<file path="config.mk">
export PLATFORM = sky130hd
export DESIGN_NAME = wb_regfile
export DESIGN_NICKNAME = d
export VERILOG_FILES = /design/src/rtl/pipeline_pkg.sv /design/src/rtl/wb_mux.sv /design/src/rtl/wb_regfile.sv
export SDC_FILE = /design/constraint.sdc
export NUM_CORES = 2
export LEC_CHECK = 0
export BUFFER_PORTS_ARGS = -buffer_cell sky130_fd_sc_hd__buf_4
export CELL_PAD_IN_SITES_DETAIL_PLACEMENT = 1
export CELL_PAD_IN_SITES_GLOBAL_PLACEMENT = 2
export CORE_AREA = 2 2 388 390
export DETAILED_ROUTE_END_ITERATION = 10
export DIE_AREA = 0 0 390 392
export PLACE_DENSITY = 0.84
export RECOVER_POWER = 25
export SYNTH_ARGS = -nofsm -noshare
export SYNTH_HDL_FRONTEND = slang
export SYNTH_HIERARCHICAL = 1
export SYNTH_SLANG_ARGS = --single-unit
</file>
<file path="constraint.sdc">
create_clock -name clk -period 4.2 [get_ports clk]
set_input_delay 0.42 -clock clk [delete_from_list [all_inputs] [get_ports clk]]
set_output_delay 0.42 -clock clk [all_outputs]
set_load 0.01 [all_outputs]
</file>
<file path="src/rtl/pipeline_pkg.sv">
// Shared pipeline definitions: datapath widths, register file geometry and
// the write-back source select encoding used by the write-back mux and the
// forwarding unit.
package pipeline_pkg;

  localparam int XLEN  = 32;
  localparam int NREGS = 32;
  localparam int AW    = 5;
  localparam int CNT_W = 64;

  localparam logic [1:0] WB_SEL_ALU = 2'b00;
  localparam logic [1:0] WB_SEL_MEM = 2'b01;
  localparam logic [1:0] WB_SEL_PC4 = 2'b10;
  localparam logic [1:0] WB_SEL_ADD = 2'b11;

  localparam logic [AW-1:0] REG_ZERO = 5'd0;

endpackage

</file>
<file path="src/rtl/wb_mux.sv">
// Write-back source select: pure 4:1 mux keyed on the WB_SEL_* encoding.
// Shared with the forwarding unit so both agree on the selected value.
// Ports:
//   sel       - write-back source select (WB_SEL_*)
//   alu_data  - ALU result
//   mem_data  - load data
//   pc4_data  - PC+4 link value
//   add_data  - PC+imm value
//   data_out  - selected value
module wb_mux
  import pipeline_pkg::*;
#(
  parameter int W = XLEN
) (
  input  logic [1:0]   sel,
  input  logic [W-1:0] alu_data,
  input  logic [W-1:0] mem_data,
  input  logic [W-1:0] pc4_data,
  input  logic [W-1:0] add_data,
  output logic [W-1:0] data_out
);

  // Source select; an unknown select falls back to the ALU result.
  always_comb begin
    data_out = alu_data;
    case (sel)
      WB_SEL_ALU: data_out = alu_data;
      WB_SEL_MEM: data_out = mem_data;
      WB_SEL_PC4: data_out = pc4_data;
      WB_SEL_ADD: data_out = add_data;
      default:    data_out = alu_data;
    endcase
  end

endmodule

</file>
<file path="src/rtl/wb_regfile.sv">
// Write-back stage: selects the write-back value from the MEM/WB register,
// commits it to the integer register file, serves the two decode read ports
// with same-cycle write-to-read bypass and counts retired instructions.
// Ports:
//   clk, reset           - clock, synchronous active-high reset
//   valid_in             - MEM/WB slot holds a real instruction
//   reg_file_write_in    - write enable from MEM/WB
//   addr_rd_in           - destination register
//   select_mux_2_in      - write-back source select
//   alu_result_in, mem_in, add_pc_in, add_in - write-back sources
//   addr_rs1, addr_rs2   - decode read addresses
//   rs1_data, rs2_data   - read data (combinational, bypassed)
//   wb_data_out          - selected write-back value (combinational)
//   wb_we_out            - effective write strobe (combinational)
//   instret_out          - retired-instruction count (registered)
module wb_regfile
  import pipeline_pkg::*;
#(
  parameter int XLEN  = pipeline_pkg::XLEN,
  parameter int NREGS = pipeline_pkg::NREGS,
  parameter int AW    = pipeline_pkg::AW,
  parameter int CNT_W = pipeline_pkg::CNT_W
) (
  input  logic             clk,
  input  logic             reset,
  input  logic             valid_in,
  input  logic             reg_file_write_in,
  input  logic [AW-1:0]    addr_rd_in,
  input  logic [1:0]       select_mux_2_in,
  input  logic [XLEN-1:0]  alu_result_in,
  input  logic [XLEN-1:0]  mem_in,
  input  logic [XLEN-1:0]  add_pc_in,
  input  logic [XLEN-1:0]  add_in,
  input  logic [AW-1:0]    addr_rs1,
  input  logic [AW-1:0]    addr_rs2,
  output logic [XLEN-1:0]  rs1_data,
  output logic [XLEN-1:0]  rs2_data,
  output logic [XLEN-1:0]  wb_data_out,
  output logic             wb_we_out,
  output logic [CNT_W-1:0] instret_out
);

  // x0 is never stored, so the array starts at x1.
  logic [XLEN-1:0]  regs_r [1:NREGS-1];
  logic [CNT_W-1:0] instret_r;
  logic [XLEN-1:0]  wb_data_s;
  logic             wb_we_s;

  wb_mux #(.W(XLEN)) u_wb_mux (
    .sel      (select_mux_2_in),
    .alu_data (alu_result_in),
    .mem_data (mem_in),
    .pc4_data (add_pc_in),
    .add_data (add_in),
    .data_out (wb_data_s)
  );

  // Reset suppresses the strobe so the bypass never exposes a dropped write.
  assign wb_we_s = valid_in & reg_file_write_in & (addr_rd_in != {AW{1'b0}}) & ~reset;

  assign wb_data_out = wb_data_s;
  assign wb_we_out   = wb_we_s;
  assign instret_out = instret_r;

  // Read port 1: x0 forced to zero, then bypass, then array.
  always_comb begin
    rs1_data = {XLEN{1'b0}};
    if (addr_rs1 == {AW{1'b0}}) begin
      rs1_data = {XLEN{1'b0}};
    end else if (wb_we_s && (addr_rd_in == addr_rs1)) begin
      rs1_data = wb_data_s;
    end else begin
      rs1_data = regs_r[addr_rs1];
    end
  end

  // Read port 2: identical priority to port 1.
  always_comb begin
    rs2_data = {XLEN{1'b0}};
    if (addr_rs2 == {AW{1'b0}}) begin
      rs2_data = {XLEN{1'b0}};
    end else if (wb_we_s && (addr_rd_in == addr_rs2)) begin
      rs2_data = wb_data_s;
    end else begin
      rs2_data = regs_r[addr_rs2];
    end
  end

  // Register array commit and retired-instruction counter (wraps silently).
  always_ff @(posedge clk) begin
    if (reset) begin
      for (int i = 1; i < NREGS; i++) begin
        regs_r[i] <= {XLEN{1'b0}};
      end
      instret_r <= {CNT_W{1'b0}};
    end else begin
      if (wb_we_s) begin
        regs_r[addr_rd_in] <= wb_data_s;
      end
      if (valid_in) begin
        instret_r <= instret_r + {{(CNT_W-1){1'b0}}, 1'b1};
      end
    end
  end

endmodule

</file>
# After elaboration in Yosys (flattened, before gate mapping)
# Memories as Yosys holds them, arrays and structs flattened.
# Cells that the tools add are included.
[totals] ff_bits=64 latchBits=0 mem_bits_rw=992 romBits=0 input_bits=149 output_inout_bits=161 elab_cells=32 memories=1
[mem_list] memory="regs_r" depth=31 width=32 read_ports=2 rd_ports_with_merged_regs=0 write_ports=31 line="wb_regfile.sv:44" rtl="logic [XLEN-1:0] regs_r [1:NREGS-1];"
[classes] n_addsub=1 n_mul=0 n_div=0 magnitude_cmp=0 eq_ne=5 shifts=0 muxes=13 n_bitwise=4 n_reduce_logical=7
[op_table] operator="32-bit two-way mux" count=5
[op_table] operator="32-bit case mux with 4 select lines" count=1
[op_table] operator="64-bit by 1-bit adder with 64-bit output, second input constant" count=1
[op_table] operator="32-bit OR reduction" count=1
[op_table] operator="5-bit == test" count=2
[op_table] operator="5-bit logical NOT" count=2
[op_table] operator="1-bit two-way mux" count=6
[op_table] operator="5-bit two-way mux" count=1
[op_table] operator="5-bit nonzero test" count=1
[op_table] operator="2-bit == test, second input constant" count=2
[op_table] operator="1-bit AND" count=3
[op_table] operator="2-bit by 1-bit == test with 1-bit output, second input constant" count=1
[op_table] operator="1-bit logical AND" count=2
[op_table] operator="2-bit logical NOT" count=1
[op_table] operator="1-bit inverter" count=1

# Depth between registers and ports, before layout
[depth] depth_word=8 mapped_depth=10 depth_no_buf=6

# Hierarchy
# The synthesis kept the hierarchy.
[by_module_without_submodules] module="wb_regfile" instances=1 cells_each=4323 area_per_inst_um2=58473.6 seq_area_each_um2=32030.7
[by_module_without_submodules] module="wb_mux" instances=1 cells_each=39 area_per_inst_um2=814.5 seq_area_each_um2=0.0

# Worst setup path before layout
# No wires, ideal clock.
[synth_path] kind="input to output" startpoint="input port addr_rd_in[2]" endpoint="output port rs2_data[10]" arrival_time_ns=2.132 required_ns=3.780 setup_slack_ns=1.648 stages=7 n_path_buf=2 path_cell_list="clkbuf_1 -> or3_1 -> o31a_1 -> nand4_1 -> clkbuf_1 -> nor2_1 -> nor3_1"
[synth_via] elab_chain_len=6 word_cells_on_any_way=7 classes_between="eq/ne: 1; mux: 2; bitwise: 2; reduce/logical: 2"
[synth_lines] item="from (decl)" line="wb_regfile.sv:28" rtl="input logic [AW-1:0] addr_rd_in,"
[synth_lines] item="5-bit nonzero test" line="wb_regfile.sv:59" rtl="assign wb_we_s = valid_in & reg_file_write_in & (addr_rd_in != {AW{1'b0}}) & ~reset;"
[synth_lines] item="1-bit AND (2 in a row)" line="wb_regfile.sv:59"
[synth_lines] item="via wb_we_out" line="wb_regfile.sv:39" rtl="output logic wb_we_out,"
[synth_lines] item="1-bit logical AND" line="wb_regfile.sv:82" rtl="end else if (wb_we_s && (addr_rd_in == addr_rs2)) begin"
[synth_lines] item="32-bit two-way mux" line="wb_regfile.sv:82"
[synth_lines] item="32-bit two-way mux" line="wb_regfile.sv:80" rtl="if (addr_rs2 == {AW{1'b0}}) begin"
[synth_lines] item="to (decl)" line="wb_regfile.sv:37" rtl="output logic [XLEN-1:0] rs2_data,"
# The timed path passes the listed nets, and every way through them passes these cells.

# Final worst setup path
[layout_path] startpoint="input port addr_rs2[0]" endpoint="output port rs2_data[17]"
[layout_via] elab_chain_len=4 word_cells_on_any_way=6 classes_between="eq/ne: 1; mux: 2; reduce/logical: 2; memory: 1"
[layout_lines] item="from (decl)" line="wb_regfile.sv:35" rtl="input logic [AW-1:0] addr_rs2,"
[layout_lines] item="parallel branches: the longest is 3 deep, another holds memory 31 x 32 bit"
[layout_lines] item="32-bit two-way mux *" line="wb_regfile.sv:80"
# Every way passes the cells marked *.

==> results.md <==
- Reg2reg path depth: 7
- Number of synthesis warnings: 6
- TritonCTS Buffers: 120
- Worst path required time: 3780 ps
- # nets final: around 4,700
- Pre-antenna DRT Iters: 5
- Synthesized area: approximately 0.06 mm2
- Total wire length: roughly 220 mm
- Final Skew: 8.247 ps
- CP arrival: roughly 3500 ps
- Total Routing Usage GR: 0.2825
- Routed vias/inst: between 6 and 7
- Avg Cell Area, Syn: between 10 and 15 um2
- Final period utilization: 0.9299
- PortBufs: slightly above 300
- Max Cap Viol: 29
- Worst Setup Start Kind: input pin
- Slew Limit Headroom: -1.295
- Die height: about 390 um
- Status: complete, but fails checks
- Combinational share of power: 0.136
- Hpwl dp: roughly 140 mm
- Failing checks: capacitance limit, slew limit
- Sw power: 7.199 mW
- Post-route insts no fill: around 6,600
- Worst hold stages: 3
- Clock sinks: approximately 1,100
- Layout area overhead: 15.33%
- Crit end category: output port
- Post-CTS Setup Inserts: 0
- Dpl ws: about 520 ps
- I/O Pins: 310
- Ys flop type: edfxtp_1
- PwrDens: 403.3 mW/mm2
- Post-CTS Hold Fix Bufs: 0
- Synth Register Bits: ~1,100
- Clock slew seen by the registers of the worst setup and hold paths: around 60 ps
- RSZ-0062 raised after global routing: no
- Core area: ~0.15 mm2
- Worst setup path class: in -> out
- Clk root buf: clkbuf_16
- Initial antenna violation count: 9
- Final Hold Vio Count: 0
- Post-synthesis sequential area ratio: 0.5403
- Hold Crit Class: in -> reg
- Max Clk Rate: between 0.2 and 0.3 GHz
- Core Rows: ~140
- Grt ovf: 0
- Placed cells: 6,410
- Fraction of layout cells with a size suffix above 1: 0.2656
- Sum Neg Setup Slack: 0 ps
- Crit-path cells: buf_8 -> xor2_1 -> nor3_1 -> and4_1 -> buf_12 -> a211oi_1 -> nor3_1 -> buf_4 -> buf_4
- Vias in the first global route: 43,680
- Switching Share: 0.2610
- H-tree depth: 3
- Synth cell types: 57
- Post-Syn Instances: approximately 4,400
- Internal Power: between 20 and 25 mW
- Resized cells post-CTS: 0
- Worst Path Max Fanout: 61
- DP Area: 0.06464 mm2
- Clock buffer depth: 3
- Die area: ~0.15 mm2
- CTS tree: done
- Worst-Margin Slew: ~3400 ps
- GP Congestion: slightly below 0.9
- 1st-iter DRT viols: a little under 5,000
- Largest stage delay on the critical path: 670 ps
- Reg power frac: 0.461
- Die Wd: around 390 um
- LEAKAGE: between 20 and 25 nW
- Routed len/inst: around 33 um
- Pins over their slew limit: 922
- Total power: around 28 mW
- Post-route ant nets: 0
- Initial Util: 0.3982
- Pin count of the biggest net entering global routing: 66
- Max IR drop VDD: 0.0003159 V
- Final Critical Period: roughly 4000 ps
- Slowest cell on crit path: and4_1
- Final setup vio count: 0
- Async SR Flop Fraction: 0
- Residual DRC: 0
- Post-Layout Inst Area: between 0.06 and 0.07 mm2
- Via count: between 40,000 and 50,000
- Final worst slack: about 300 ps
- Clk Latency, worst-skew pair: approximately 760 ps
- Post-synth EDFFs: around 1,000
- First-pass GRT wire length: a little over 300 mm
- Fillers: approximately 15,000
- Clock Power Share: 0.403
==> power by group through the flow <==
stage          logic [mW]  registers [mW]  clock network [mW]
2_1_floorplan        2.10            12.8                   0
3_3_place_gp         3.67            12.9                   0
3_5_place_dp         3.72            12.9                   0
4_1_cts              3.74            12.7                11.2
5_1_grt              3.89            12.8                11.6
6_report             3.75            12.7                11.1
==> final cells by class <==
class                   count  area (um2)  area share
clock buffers             151        3183     0.04655
inverters                  14       52.55   0.0007685
clock inverters            70       853.3     0.01248
flip-flops and latches   1088       32030      0.4684
repair buffers            525        4313     0.06307
diodes                      8       20.02   0.0002928
multi-input cells        2839       25490      0.3728
well taps                1944        2432     0.03557
==> metal layers <==
layer | GRT usage | share of wire | up-vias | routed length [um]
li1 | - | - | 16980 | -
met1 | 0.3685 | 0.38 | 22000 | 83090
met2 | 0.4536 | 0.46 | 2517 | 101600
met3 | 0.05901 | 0.10 | 509 | 22380
met4 | 0.1285 | 0.052 | 4 | 11440
met5 | 0 | 0.000096 | - | 21
==> Yosys cell counts (all sizes together), types with 13 or more instances <==
cell type | n | area [um2]
or3 | 15 | 93.84
o22ai | 72 | 450.4
nor3 | 96 | 495.5
xnor2 | 15 | 131.4
xor2 | 37 | 324.1
or2 | 32 | 200.2
clkbuf | 329 | 1235
edfxtp | 1024 | 30750
dfxtp | 64 | 1281
o31ai | 16 | 120.1
mux2i | 130 | 1301
a211oi | 117 | 878.3
o221ai | 32 | 280.3
o211ai | 24 | 180.2
mux2 | 135 | 1520
a22oi | 32 | 240.2
a2bb2oi | 24 | 210.2
mux4 | 417 | 9399
o21ai | 37 | 185.2
and2 | 1016 | 6356
a21oi | 84 | 420.4
or4 | 16 | 120.1
nand2 | 72 | 275.3
inv | 13 | 48.80
nor2 | 204 | 765.7
nor2b | 35 | 219.0
buf | 123 | 704.4
nand4 | 35 | 264.0
nand3 | 45 | 225.2
==> worst paths after layout <==
kind | startpoint | end | slack [ps]
worst max register to register | instret_out[0] | instret_out[48] | 1650
worst max-delay path | addr_rs2[0] | rs2_data[17] | 290
worst min-delay path | valid_in | instret_out[1] | 80
worst min register to register | instret_out[63] | instret_out[63] | 500
==> layout by cell type (no fill, tap or decap), types with 45 or more instances in the layout <==
cell type / Yosys / layout
a211oi_1: 117 / 117
mux4_2: 415 / 415
clkbuf_16: 0 / 123
edfxtp_1: 1024 / 1024
o22ai_1: 72 / 72
buf_4: 17 / 406
nand2_1: 70 / 70
dfxtp_1: 64 / 64
and2_1: 1016 / 852
and2_0: 0 / 164
nor3_1: 93 / 93
clkbuf_1: 329 / 94
nand3_1: 45 / 45
mux2i_1: 130 / 130
mux2_2: 135 / 135
buf_12: 3 / 47
a21oi_1: 84 / 84
nor2_1: 204 / 185
==> per-stage QoR <==
stage          hold WS [ps]    util
2_1_floorplan         495.9       -
3_3_place_gp          463.4  0.4342
3_5_place_dp          488.2  0.4342
4_1_cts               41.78  0.4613
5_1_grt               94.04  0.4591
6_report              77.63  0.4593
==> worst max-delay path: cells and delay by family <==
family,cells,cell delay (ps)
buffers and inverters,4,1140
AND/OR/NAND/NOR,3,1650
XOR/XNOR,1,140
AO/OA/AOI/OAI,1,70
==> registers in the layout, indices dropped and copies added, names as in the netlist <==
register     cells
instret_out     64
regs_r        1024
==> cell families (layout without fill, tap and decap cells) <==
logic type	count (synthesis)	count (layout)	share of synthesized area
buf+inv	466	760	0.03360
flops	1088	1088	0.5403
other cells	1	40	0.00006325
mux	682	682	0.2061
simple gates	1604	1604	0.1575
compound gates	468	468	0.05462
fa+ha+maj	1	1	0.0002110
xor+xnor	52	52	0.007682
No activity file was read; power rests on OpenSTA's default activity.
